## config.mk

```make
export PLATFORM = sky130hd
export DESIGN_NAME = alu_seq
export DESIGN_NICKNAME = d
export VERILOG_FILES = /design/src/rtl/alu_seq.sv
export SDC_FILE = /design/constraint.sdc
export NUM_CORES = 1
export LEC_CHECK = 0
export ABC_AREA = 0
export CAP_MARGIN = 20
export CORE_MARGIN = 5
export CORE_UTILIZATION = 56
export CTS_BUF_LIST = sky130_fd_sc_hd__clkbuf_2 sky130_fd_sc_hd__clkbuf_4 sky130_fd_sc_hd__clkbuf_8
export DETAILED_ROUTE_END_ITERATION = 8
export GPL_ROUTABILITY_DRIVEN = 0
export PLACE_DENSITY = 0.89
export RECOVER_POWER = 25
export SLEW_MARGIN = 0
export SYNTH_ARGS = -nofsm -noshare
export SYNTH_HDL_FRONTEND = slang
export SYNTH_SLANG_ARGS = --single-unit
```

## constraint.sdc

```tcl
create_clock -name clk -period 4.9 [get_ports clk]
set_input_delay 0.735 -clock clk [delete_from_list [all_inputs] [get_ports clk]]
set_output_delay 0.735 -clock clk [all_outputs]
set_load 0.03 [all_outputs]
```

## src/rtl/alu_seq.sv

```systemverilog
// Sequential ALU: valid/ready in, valid/ready out, sticky carry for ADC.
// Define ALU_SEQ_MUL_EN to add the multi-cycle shift-add MUL (opcode 12).
module alu_seq #(
  parameter int WIDTH      = 8,
  parameter int MUL_CYCLES = WIDTH
) (
  input  logic             clk,
  input  logic             rst,
  input  logic             in_valid,
  output logic             in_ready,
  input  logic [3:0]       op,
  input  logic [WIDTH-1:0] a,
  input  logic [WIDTH-1:0] b,
  output logic             out_valid,
  input  logic             out_ready,
  output logic [WIDTH-1:0] result,
  output logic             carry,
  output logic             zero,
  output logic             neg,
  output logic             ovf,
  output logic             err
);
  localparam int MSB = WIDTH - 1;
  localparam logic [WIDTH-1:0] ONE = WIDTH'(1);

  typedef enum logic [3:0] {
    OP_ADD = 4'd0, OP_SUB = 4'd1, OP_INC = 4'd2, OP_DEC = 4'd3,
    OP_AND = 4'd4, OP_OR  = 4'd5, OP_NOT = 4'd6, OP_XOR = 4'd7,
    OP_SHL = 4'd8, OP_SHR = 4'd9, OP_ADC = 4'd10, OP_CMP = 4'd11,
    OP_MUL = 4'd12
  } op_e;

  typedef enum logic [1:0] {
    S_IDLE,
`ifdef ALU_SEQ_MUL_EN
    S_BUSY,
`endif
    S_DONE
  } state_e;

  state_e           state_q, state_d;
  op_e              op_c;
  logic [WIDTH-1:0] arith_y;
  logic             arith_sub, arith_cin, arith_v;
  logic [WIDTH:0]   sum;
  logic [WIDTH-1:0] alu_res, flag_src;
  logic             alu_c, alu_v, alu_z, alu_n, alu_err;
  logic             cf;

  assign op_c      = op_e'(op);
  assign in_ready  = (state_q == S_IDLE);
  assign out_valid = (state_q == S_DONE);

`ifdef ALU_SEQ_MUL_EN
  localparam int CNT_W = $clog2(MUL_CYCLES);
  logic [2*WIDTH-1:0] mul_acc, mul_mcand, mul_acc_next;
  logic [WIDTH-1:0]   mul_mplier;
  logic [CNT_W-1:0]   mul_cnt;

  assign mul_acc_next = mul_mplier[0] ? (mul_acc + mul_mcand) : mul_acc;
`else
  logic unused_cfg;
  assign unused_cfg = (MUL_CYCLES != WIDTH);
`endif

  // One adder/subtractor at WIDTH+1 bits serves every arithmetic opcode.
  always_comb begin
    // NOTE: every always_comb output gets a default first so no path infers a latch.
    arith_y   = b;
    arith_sub = 1'b0;
    arith_cin = 1'b0;
    case (op_c)
      OP_ADC:         arith_cin = cf;
      OP_INC:         arith_y   = ONE;
      OP_SUB, OP_CMP: arith_sub = 1'b1;
      OP_DEC: begin
        arith_sub = 1'b1;
        arith_y   = ONE;
      end
      default: ;
    endcase
    sum = arith_sub ? ({1'b0, a} - {1'b0, arith_y})
                    : ({1'b0, a} + {1'b0, arith_y} + {{WIDTH{1'b0}}, arith_cin});
    arith_v = arith_sub ? ((a[MSB] != arith_y[MSB]) && (sum[MSB] != a[MSB]))
                        : ((a[MSB] == arith_y[MSB]) && (sum[MSB] != a[MSB]));
  end

  always_comb begin
    alu_res = sum[WIDTH-1:0];
    alu_c   = sum[WIDTH];
    alu_v   = arith_v;
    alu_err = 1'b0;
    case (op_c)
      OP_ADD, OP_SUB, OP_INC, OP_DEC, OP_ADC: ;
      OP_CMP: alu_res = a;
      OP_AND: begin alu_res = a & b; alu_c = 1'b0; alu_v = 1'b0; end
      OP_OR:  begin alu_res = a | b; alu_c = 1'b0; alu_v = 1'b0; end
      OP_NOT: begin alu_res = ~a;    alu_c = 1'b0; alu_v = 1'b0; end
      OP_XOR: begin alu_res = a ^ b; alu_c = 1'b0; alu_v = 1'b0; end
      OP_SHL: begin alu_res = {a[MSB-1:0], 1'b0}; alu_c = a[MSB]; alu_v = 1'b0; end
      OP_SHR: begin alu_res = {1'b0, a[MSB:1]};   alu_c = a[0];   alu_v = 1'b0; end
      default: begin
        alu_res = '0;
        alu_c   = 1'b0;
        alu_v   = 1'b0;
        alu_err = 1'b1;
      end
    endcase
    // CMP reports the flags of a-b while passing a through as the result.
    flag_src = (op_c == OP_CMP) ? sum[WIDTH-1:0] : alu_res;
    alu_z    = !alu_err && (flag_src == '0);
    alu_n    = !alu_err && flag_src[MSB];
  end

  always_comb begin
    state_d = state_q;
    case (state_q)
      S_IDLE: begin
        if (in_valid) begin
          state_d = S_DONE;
`ifdef ALU_SEQ_MUL_EN
          if (op_c == OP_MUL) state_d = S_BUSY;
`endif
        end
      end
`ifdef ALU_SEQ_MUL_EN
      S_BUSY: if (mul_cnt == CNT_W'(MUL_CYCLES - 1)) state_d = S_DONE;
`endif
      S_DONE: if (out_ready) state_d = S_IDLE;
      default: state_d = S_IDLE;
    endcase
  end

  always_ff @(posedge clk) begin
    // NOTE: sequential state uses non-blocking assignments so every register samples pre-edge values.
    if (rst) state_q <= S_IDLE;
    else     state_q <= state_d;
  end

  always_ff @(posedge clk) begin
    if (rst) begin
      result <= '0;
      carry  <= 1'b0;
      zero   <= 1'b0;
      neg    <= 1'b0;
      ovf    <= 1'b0;
      err    <= 1'b0;
      cf     <= 1'b0;
`ifdef ALU_SEQ_MUL_EN
      mul_acc    <= '0;
      mul_mcand  <= '0;
      mul_mplier <= '0;
      mul_cnt    <= '0;
`endif
    end else begin
      case (state_q)
        S_IDLE: begin
          if (in_valid) begin
            result <= alu_res;
            carry  <= alu_c;
            zero   <= alu_z;
            neg    <= alu_n;
            ovf    <= alu_v;
            err    <= alu_err;
`ifdef ALU_SEQ_MUL_EN
            mul_acc    <= '0;
            mul_mcand  <= {{WIDTH{1'b0}}, a};
            mul_mplier <= b;
            mul_cnt    <= '0;
`endif
          end
        end
`ifdef ALU_SEQ_MUL_EN
        S_BUSY: begin
          mul_acc    <= mul_acc_next;
          mul_mcand  <= mul_mcand << 1;
          mul_mplier <= mul_mplier >> 1;
          mul_cnt    <= mul_cnt + CNT_W'(1);
          // Final step lands straight in the output registers.
          if (mul_cnt == CNT_W'(MUL_CYCLES - 1)) begin
            result <= mul_acc_next[WIDTH-1:0];
            carry  <= |mul_acc_next[2*WIDTH-1:WIDTH];
            zero   <= (mul_acc_next[WIDTH-1:0] == '0);
            neg    <= mul_acc_next[MSB];
            ovf    <= 1'b0;
            err    <= 1'b0;
          end
        end
`endif
        S_DONE: if (out_ready && !err) cf <= carry;
        default: ;
      endcase
    end
  end
endmodule
```

; ---- Word-level counts from Yosys, hierarchy flattened
; Cells that the tools add are included.
[op_classes]
add_sub_neg = 3
n_reduce_logical = 17
muxes = 13
n_eq_ne = 17
bitwise_logic = 4
[op_table]
columns = op, n
row1 = $pmux W8 S8, 1
row2 = $eq A4 B3 Y1 const B, 4
row3 = $eq A4 B4 Y1 const B, 4
row4 = $mux W8, 2
row5 = $reduce_or A12 Y1, 1
row6 = $add A8 B8 Y9, 1
row7 = $add A9 B1 Y9, 1
row8 = $mux W9, 1
row9 = $sub A8 B8 Y9, 1
row10 = $and A8 B8 Y8, 1
row11 = $eq A4 B2 Y1 const B, 2
row12 = $logic_not A8 Y1, 1
row13 = $not A8 Y8, 1
row14 = $or A8 B8 Y8, 1
row15 = $xor A8 B8 Y8, 1
row16 = $reduce_and A2 Y1, 3
row17 = $reduce_or A6 Y1, 1
row18 = $logic_and A1 B1 Y1, 5
row19 = $mux W1, 5
row20 = $reduce_or A5 Y1, 1
row21 = $eq A4 B1 Y1 const B, 1
row22 = $logic_not A4 Y1, 1
row23 = $mux W2, 2
row24 = $pmux W2 S2, 1
row25 = other kinds (10), 11
[totals]
output_inout_bits = 15
regBits = 16

; ---- Longest topological paths before layout
; Gate-level depths: netlist (run 1).
[logic_depth]
ltp_word = 10
depth_mapped = 15
ltp_nobuf = 14

; ---- Worst setup path after synthesis (run 1)
; No wires, ideal clock.
[synth_timing]
path_kind = input-to-reg
startpoint = input op[1]
endpoint = register zero
t_required_ns = 4.816
path_buffers = 2
arrival_time_ns = 3.522
stages = 12
path_slack_ns = 1.293
setup_ns = 0.084
cell_sequence = clkbuf_1 -> buf_2 -> nand2_1 -> nand2_1 -> fa_1 -> fa_1 -> a221oi_2 -> o31ai_4 -> xnor2_1 -> o32a_1 -> o31a_1 -> o31ai_2
[synth_between]
elab_chain_cells = 10
word_cells_on_any_way = 27
[synth_lines]
columns = element, line_no
row1 = from (decl), 11  ; input logic [3:0] op,
row2 = $eq A4 B2 Y1, "72, 93"
row3 = $reduce_or A2 Y1 (no source line), n/a
row4 = $mux W8, 72  ; case (op_c)
row5 = $add A8 B8 Y9, 83  ; : ({1'b0, a} + {1'b0, arith_y} + {{WIDTH{1'b0}}, arith_cin});
row6 = $add A9 B1 Y9, 83
row7 = $mux W9, 82  ; sum = arith_sub ? ({1'b0, a} - {1'b0, arith_y})
row8 = $pmux W8 S8, 93  ; case (op_c)
row9 = $mux W8, 110  ; flag_src = (op_c == OP_CMP) ? sum[WIDTH-1:0] : alu_res;
row10 = $logic_not A8 Y1, 111  ; alu_z = !alu_err && (flag_src == '0);
row11 = $logic_and A1 B1 Y1 (*), 111
row12 = to (signal assigned), 161  ; zero <= alu_z;
row13 = to (decl), 18  ; output logic zero,
; Mark *: on every way between the ends. The rest lies on a longest branch, timed or not.
; A chain may end at the register's enable or synchronous reset.

; ---- Worst setup path after layout (run 1)
[layout_timing]
startpoint = input op[3]
endpoint = register zero
; The elaborated chain is that of the path after synthesis.

==> key figures, run 1 <==
Global routing
  – Initial antenna violation count: 0
  – Remaining Overflow, GRT: 0
  – Pin count of the biggest net entering global routing: 23
  – Global-route wire length before repair: 11,000 microns
  – Gr usage total: 24.3%
  – Vias in the first global route: 2,368

Clock tree
  – CTS HTree Levels: 1
  – Post-CTS Setup Bufs: 0
  – CTS Buf Count: 3
  – Clock Latency Late Sink: 0.25 ns
  – Clock sinks: 15
  – Clock tree root driver cell: clkbuf_8
  – CTS tree: done
  – Hold Buf Count CTS: 0
  – CTS-repair resized insts: 0
  – Clock tree buffer depth: 2
  – Clock transition at path regs: 0.06 ns

Yosys
  – Yosys top cell by area: ha_1
  – Main synth FF type: dfxtp_1
  – Register area share after synthesis: 12.5%
  – Synth Area in Compound Gates: 31.1%
  – Post-synthesis register bit count: 15
  – Synth Area in Adders: 20.2%
  – Post-synthesis xor/xnor area fraction: 3.28%
  – Syn_nets: 380
  – Synth top area cells: ha_1 18%, dfxtp_1 12%, inv_1 4.8%
  – Most frequent cells after synthesis: 34 x ha_1, 31 x inv_1, 31 x nand2_1
  – Largest family of logic cells by synthesized area: compound AO/OA/AOI/OAI gates
  – Synth unique cells: 64
  – Post-synthesis simple-gate area fraction: 21.1%
  – Post-synth top area share: 17.7%
  – Netlist Area Pre-Place: 2400 sq um
  – Syn avg cell area: 7.53 sq um
  – Synth warn: 0
  – Synthesized instance count: 319
  – Most frequent cell after synthesis: ha_1
  – Synth async-reset ratio: 0%
  – Number of enable flip-flop cells after synthesis: 0
  – Multiplexer area fraction after synthesis: 2.13%

Timing
  – Hold WS: 0.467 ns
  – Fin. Hold Viols: 0
  – Shortest period the worst path allows: 4.16 ns
  – Max Clk Rate: 0.241 GHz
  – Worst Skew: 0.00631 ns
  – Final Setup Violations: 0
  – Period utilization: 84.8%
  – Total Neg Setup Slack: 0 ns
  – Final count of pins violating max slew: 0
  – Worst slew pin tran: 0.801 ns
  – Setup ws final: 0.745 ns
  – Unrepaired setup endpoints after global routing: false
  – Slew headroom: 46.6%

Worst hold path
  – Hold path start: neg$_SDFFE_PP0P_
  – Hold Crit Class: flop to flop

Detailed routing
  – Vias: 2,590
  – Number of remaining DRC errors: 0
  – Final wirelength: 6710 microns
  – Drt first pass iters: 5
  – Initial DRC count: 230
  – Vias per cell: 6.52
  – Antenna Nets Post-Route: 0
  – Avg WL per Cell: 16.9 microns

Pwr
  – Max VDD drop: 0.0000835 V
  – Total power draw: 0.534 mW
  – PD cells: 190 nW/um^2
  – Leakage power total: 1.21 nW

Setup path
  – RR Startpoint: cf$_SDFFE_PP0P_
  – CP arrival: 4.32 ns
  – CP bufs+invs: 1
  – Top delay family on crit path: compound AO/OA/AOI/OAI gates
  – Worst setup path category: input port to flop
  – Worst reg2reg endpoint: zero$_SDFFE_PP0P_
  – R2R setup slack: 2.07 ns
  – Worst-path maximum fanout: 13
  – Slowest-stage cell, CP: clkdlybuf4s50_1
  – Worst-case reg-to-reg path depth: 9
  – Crit path from: op[3]
  – Type of origin of the critical path: input port
  – CP Cell Sequence: clkdlybuf4s50_1 > nor2_1 > nand2_1 > nand2_1 > fa_1 > fa_1 > a221oi_2 > o31ai_4 > xnor2_1 > o32a_1 > o31a_1 > o31ai_2
  – Critical Path End Type: flop
  – Worst endpoint required time: 5.07 ns
  – Worst setup path endpoint: zero$_SDFFE_PP0P_
  – Largest stage delay, worst path: 0.71 ns
  – CP Depth: 12

Floorplan
  – Die Span Y: 75.5 microns
  – Core area: 4090 sq um
  – Cell row count: 23
  – Initial Utilization: 58.8%
  – Die area: 5700 sq um
  – Io pins: 39
  – Die Wd: 75.5 microns

Place
  – Pre-CTS setup slack: 0.556 ns
  – IO buf count: 38
  – Final HPWL from detailed placement: 5270 microns

Layout
  – NumNets Final: 409
  – Number of antenna diodes: 0
  – Layout cells sized above 1: 7.49%
  – Final Util: 68.6%
  – # fillers: 374
  – Area grow syn2layout: 16.7%

Flow run
  – Maxcap violations: 0

Status
  – Outcome: finished clean
==> state kept, by name, summed over array words and instances (netlist names) <==
signal   flops
carry        1
cf           1
err          1
neg          1
ovf          1
result       8
state_q      1
zero         1
==> worst min-delay path: stages (launching register included) <==
cell and delay [ns]:
dfxtp_1 0.30, nand2_1 0.05, a21oi_1 0.06
==> layout make-up <==
type                       count  area [sq um]  area share, %
multi-input combinational    254          1870           66.6
timing repair buffer          42           407           14.5
sequential                    15           300           10.7
inverter                      32           120           4.28
tap                           50          62.6           2.23
clock buffer                   3          41.3           1.47
clock inverter                 1          5.00          0.178
==> cell usage in the layout (no fill, tap or decap), types with 3 or more instances in the layout <==
cell,instances
a211oi_1,11
a21oi_1,18
a221oi_1,5
a22oi_1,11
buf_4,3
clkbuf_8,3
clkdlybuf4s50_1,33
dfxtp_1,15
dlygate4sd3_1,5
fa_1,3
ha_1,34
inv_1,31
mux2i_1,4
nand2_1,31
nand2b_1,6
nor2_1,30
nor2b_1,6
nor3_1,8
nor4_1,3
o21a_1,3
o21ai_0,12
o221ai_1,4
o22ai_1,9
xnor2_1,6
xor2_1,3
==> report_power, final <==
group	internal [mW]	switching [mW]	total [mW]	leakage, nW
registers	0.131	0.00539	0.137	0.123
logic	0.122	0.178	0.301	1.06
clock network	0.0562	0.0410	0.0972	0.0255
total	0.310	0.225	0.534	1.21
==> layer usage <==
metal | up-vias | GRT usage, % | wire length, microns
met4 | 0 | 9.51 | 181
met3 | 21 | 1.85 | 731
li1 | 1208 | - | -
met1 | 1199 | 33.1 | 2740
met5 | - | 0 | 0
met2 | 162 | 40.0 | 3070
==> metrics by stage <==
step | cell area, sq um | std cells
finish | 2810 | 397
global route | 2810 | 397
CTS | 2810 | 397
detailed placement | 2760 | 393
global placement | 2760 | 393
floorplan | 2400 | 319
==> cells by family after synthesis <==
family	after synthesis
flip-flops	15
XOR/XNOR	9
buffers and inverters	50
AND/OR/NAND/NOR	103
AO/OA/AOI/OAI	100
multiplexers	5
adder cells (fa/ha/maj)	37
==> worst min-delay path by stage <==
stage | end | cells past startpoint | slack (ns)
6_report | neg$_SDFFE_PP0P_ | 2 | 0.47
5_1_grt | err$_SDFFE_PP0P_ | 2 | 0.49
4_1_cts | err$_SDFFE_PP0P_ | 2 | 0.47
3_5_place_dp | neg$_SDFFE_PP0P_ | 2 | 0.45
3_3_place_gp | neg$_SDFFE_PP0P_ | 2 | 0.44
2_1_floorplan | cf$_SDFFE_PP0P_ | 2 | 0.45
Note: power is estimated with default switching activity, not from simulation.
==> run 2: changes to the inputs <==
- clock period: 4.9 -> 4.06 ns (I/O delays scaled with it)
==> key figures, run 2 (same netlist as run 1, synthesis figures left out) <==
Global routing
  – Remaining Overflow, GRT: 0 (unchanged)
  – Initial antenna violation count: 0 (unchanged)
  – Global-route wire length before repair: 10,600 microns (was 11,000 microns)
  – Pin count of the biggest net entering global routing: 22 (was 23)
  – Gr usage total: 23.6% (was 24.3%)
  – Vias in the first global route: 2,308 (was 2,368)

Layout
  – Final Non-Filler Cells: 402 (was 397)
  – Commonest non-fill, non-tap cell in the layout: ha_1 (unchanged)
  – Largest register by flop count: result (unchanged)
  – Layout cells sized above 1: 8.81% (was 7.49%)
  – NumNets Final: 414 (was 409)
  – Area grow syn2layout: 18.4% (was 16.7%)
  – Design area: 2850 sq um (was 2810 sq um)
  – Highest-count cells in the layout ignoring fill and taps: 34 x ha_1, 33 x clkdlybuf4s50_1, 31 x inv_1, 31 x nand2_1, 30 x nor2_1 (unchanged)
  – Final Util: 69.6% (was 68.6%)
  – Max reg flops: 8 (unchanged)
  – Number of antenna diodes: 0 (unchanged)

Floorplan
  – Initial Utilization: 58.8% (unchanged)
  – Die area: 5700 sq um (unchanged)
  – Cell row count: 23 (unchanged)
  – Core area: 4090 sq um (unchanged)
  – Die Span Y: 75.5 microns (unchanged)
  – Die Wd: 75.5 microns (unchanged)
  – Io pins: 39 (unchanged)

Status
  – Outcome: finished clean (unchanged)

Place
  – IO buf count: 38 (unchanged)
  – Final HPWL from detailed placement: 5110 microns (was 5270 microns)
  – Placed inst area: 2800 sq um (was 2760 sq um)
  – Placed cell count: 398 (was 393)
  – Pre-CTS setup slack: 0.211 ns (was 0.556 ns)

Timing
  – Worst Skew: 0.00213 ns (was 0.00631 ns)
  – Max Clk Rate: 0.276 GHz
  – Total Neg Setup Slack: 0 ns (unchanged)
  – Setup ws final: 0.431 ns (was 0.745 ns)
  – Fin. Hold Viols: 0 (unchanged)
  – Period utilization: 89.4%
  – Worst slew pin tran: 0.784 ns (was 0.801 ns)
  – Unrepaired setup endpoints after global routing: false (unchanged)
  – Final count of pins violating max slew: 0 (unchanged)
  – Slew headroom: 47.7% (was 46.6%)
  – Final Setup Violations: 0 (unchanged)
  – Shortest period the worst path allows: 3.63 ns
  – Hold WS: 0.449 ns (was 0.467 ns)

Setup path
  – R2R setup slack: 1.29 ns (was 2.07 ns)
  – Worst endpoint required time: 4.22 ns (was 5.07 ns)
  – CP arrival: 3.79 ns (was 4.32 ns)
  – Crit-path most repeated cell: fa_1
  – Worst-path maximum fanout: 5 (was 13)
  – Worst-case reg-to-reg path depth: 10 (was 9)
  – Critical Path End Type: flop (unchanged)
  – Type of origin of the critical path: input port (unchanged)
  – Worst setup path category: input port to flop (unchanged)
  – Largest stage delay, worst path: 0.54 ns (was 0.71 ns)
  – CP Cell Sequence: clkdlybuf4s50_1 > nand2b_1 > nor2_1 > and3_1 > fa_1 > fa_1 > a221oi_2 > o21ai_1 > xnor2_1 > a22oi_1 > nand4_1 > o31a_1 > o31ai_2 (was clkdlybuf4s50_1 > nor2_1 > nand2_1 > nand2_1 > fa_1 > fa_1 > a221oi_2 > o31ai_4 > xnor2_1 > o32a_1 > o31a_1 > o31ai_2)
  – Slowest-stage cell, CP: clkdlybuf4s50_1 (unchanged)

Clock tree
  – Clock transition at path regs: 0.05 ns (was 0.06 ns)
  – Clock tree root driver cell: clkbuf_8 (unchanged)
  – CTS tree: done (unchanged)
  – Clock Latency Late Sink: 0.24 ns (was 0.25 ns)
  – Hold Buf Count CTS: 0 (unchanged)
  – Post-CTS Setup Bufs: 0 (unchanged)
  – CTS HTree Levels: 1 (unchanged)
  – Clock sinks: 15 (unchanged)
  – CTS-repair resized insts: 0 (unchanged)
  – CTS Buf Count: 3 (unchanged)
  – Clock tree buffer depth: 2 (unchanged)

Detailed routing
  – Vias per cell: 6.29 (was 6.52)
  – Vias: 2,528 (was 2,590)
  – Avg WL per Cell: 16.1 microns (was 16.9 microns)
  – Number of remaining DRC errors: 0 (unchanged)
  – Drt first pass iters: 6 (was 5)
  – Final wirelength: 6490 microns (was 6710 microns)
  – Antenna Nets Post-Route: 0 (unchanged)
  – Initial DRC count: 326 (was 230)

Pwr
  – PD cells: 228 nW/um^2 (was 190 nW/um^2)
  – Max VDD drop: 0.0000729 V (was 0.0000835 V)
  – Leakage power total: 1.24 nW (was 1.21 nW)
  – Total power draw: 0.650 mW (was 0.534 mW)

Worst hold path
  – Hold depth: 2 (unchanged)
  – Hold Crit Class: flop to flop (unchanged)

Flow run
  – Maxcap violations: 0 (unchanged)
==> run 2: path summary, 6_finish.rpt <==
kind	startpoint	end
setup reg to reg	cf$_SDFFE_PP0P_	zero$_SDFFE_PP0P_
setup / recovery	op[2]	zero$_SDFFE_PP0P_
hold reg to reg	neg$_SDFFE_PP0P_	neg$_SDFFE_PP0P_
hold / removal	neg$_SDFFE_PP0P_	neg$_SDFFE_PP0P_
==> run 2: area by class of cell <==
cell class              instances  area, sq um
fillers                       360         1240
well taps                      50         62.6
multi-input cells             254         1870
repair buffers                 47          444
clock buffers                   4         48.8
flip-flops and latches         15          300
inverters                      32          120
==> run 2: where the power goes <==
part / internal [mW] / leakage (nW) / total [mW] / switching, mW
clock network: 0.0760 / 0.0262 / 0.123 / 0.0466
registers: 0.158 / 0.123 / 0.164 / 0.00594
logic: 0.152 / 1.09 / 0.363 / 0.211
total: 0.386 / 1.24 / 0.650 / 0.264
==> run 2: layer usage <==
layer / share of wire [%] / GRT usage, % / up-vias
met5: 0 / 0 / -
met4: 2.7 / 8.35 / 0
met3: 10 / 2.24 / 16
met2: 46 / 39.6 / 157
met1: 41 / 31.5 / 1130
li1: - / - / 1225
==> run 2: critical path: cells and delay by family <==
family	cells	cell delay [ns]
compound gates	5	1.12
xor+xnor	1	0.17
fa+ha+maj	2	0.81
buf+inv	1	0.54
simple gates	4	0.52
==> run 3: changes to the inputs <==
- HOLD_SLACK_MARGIN: unset -> 0.08
==> results of run 3 <==
Final layout, timing and power as in run 2 (identical DEF).
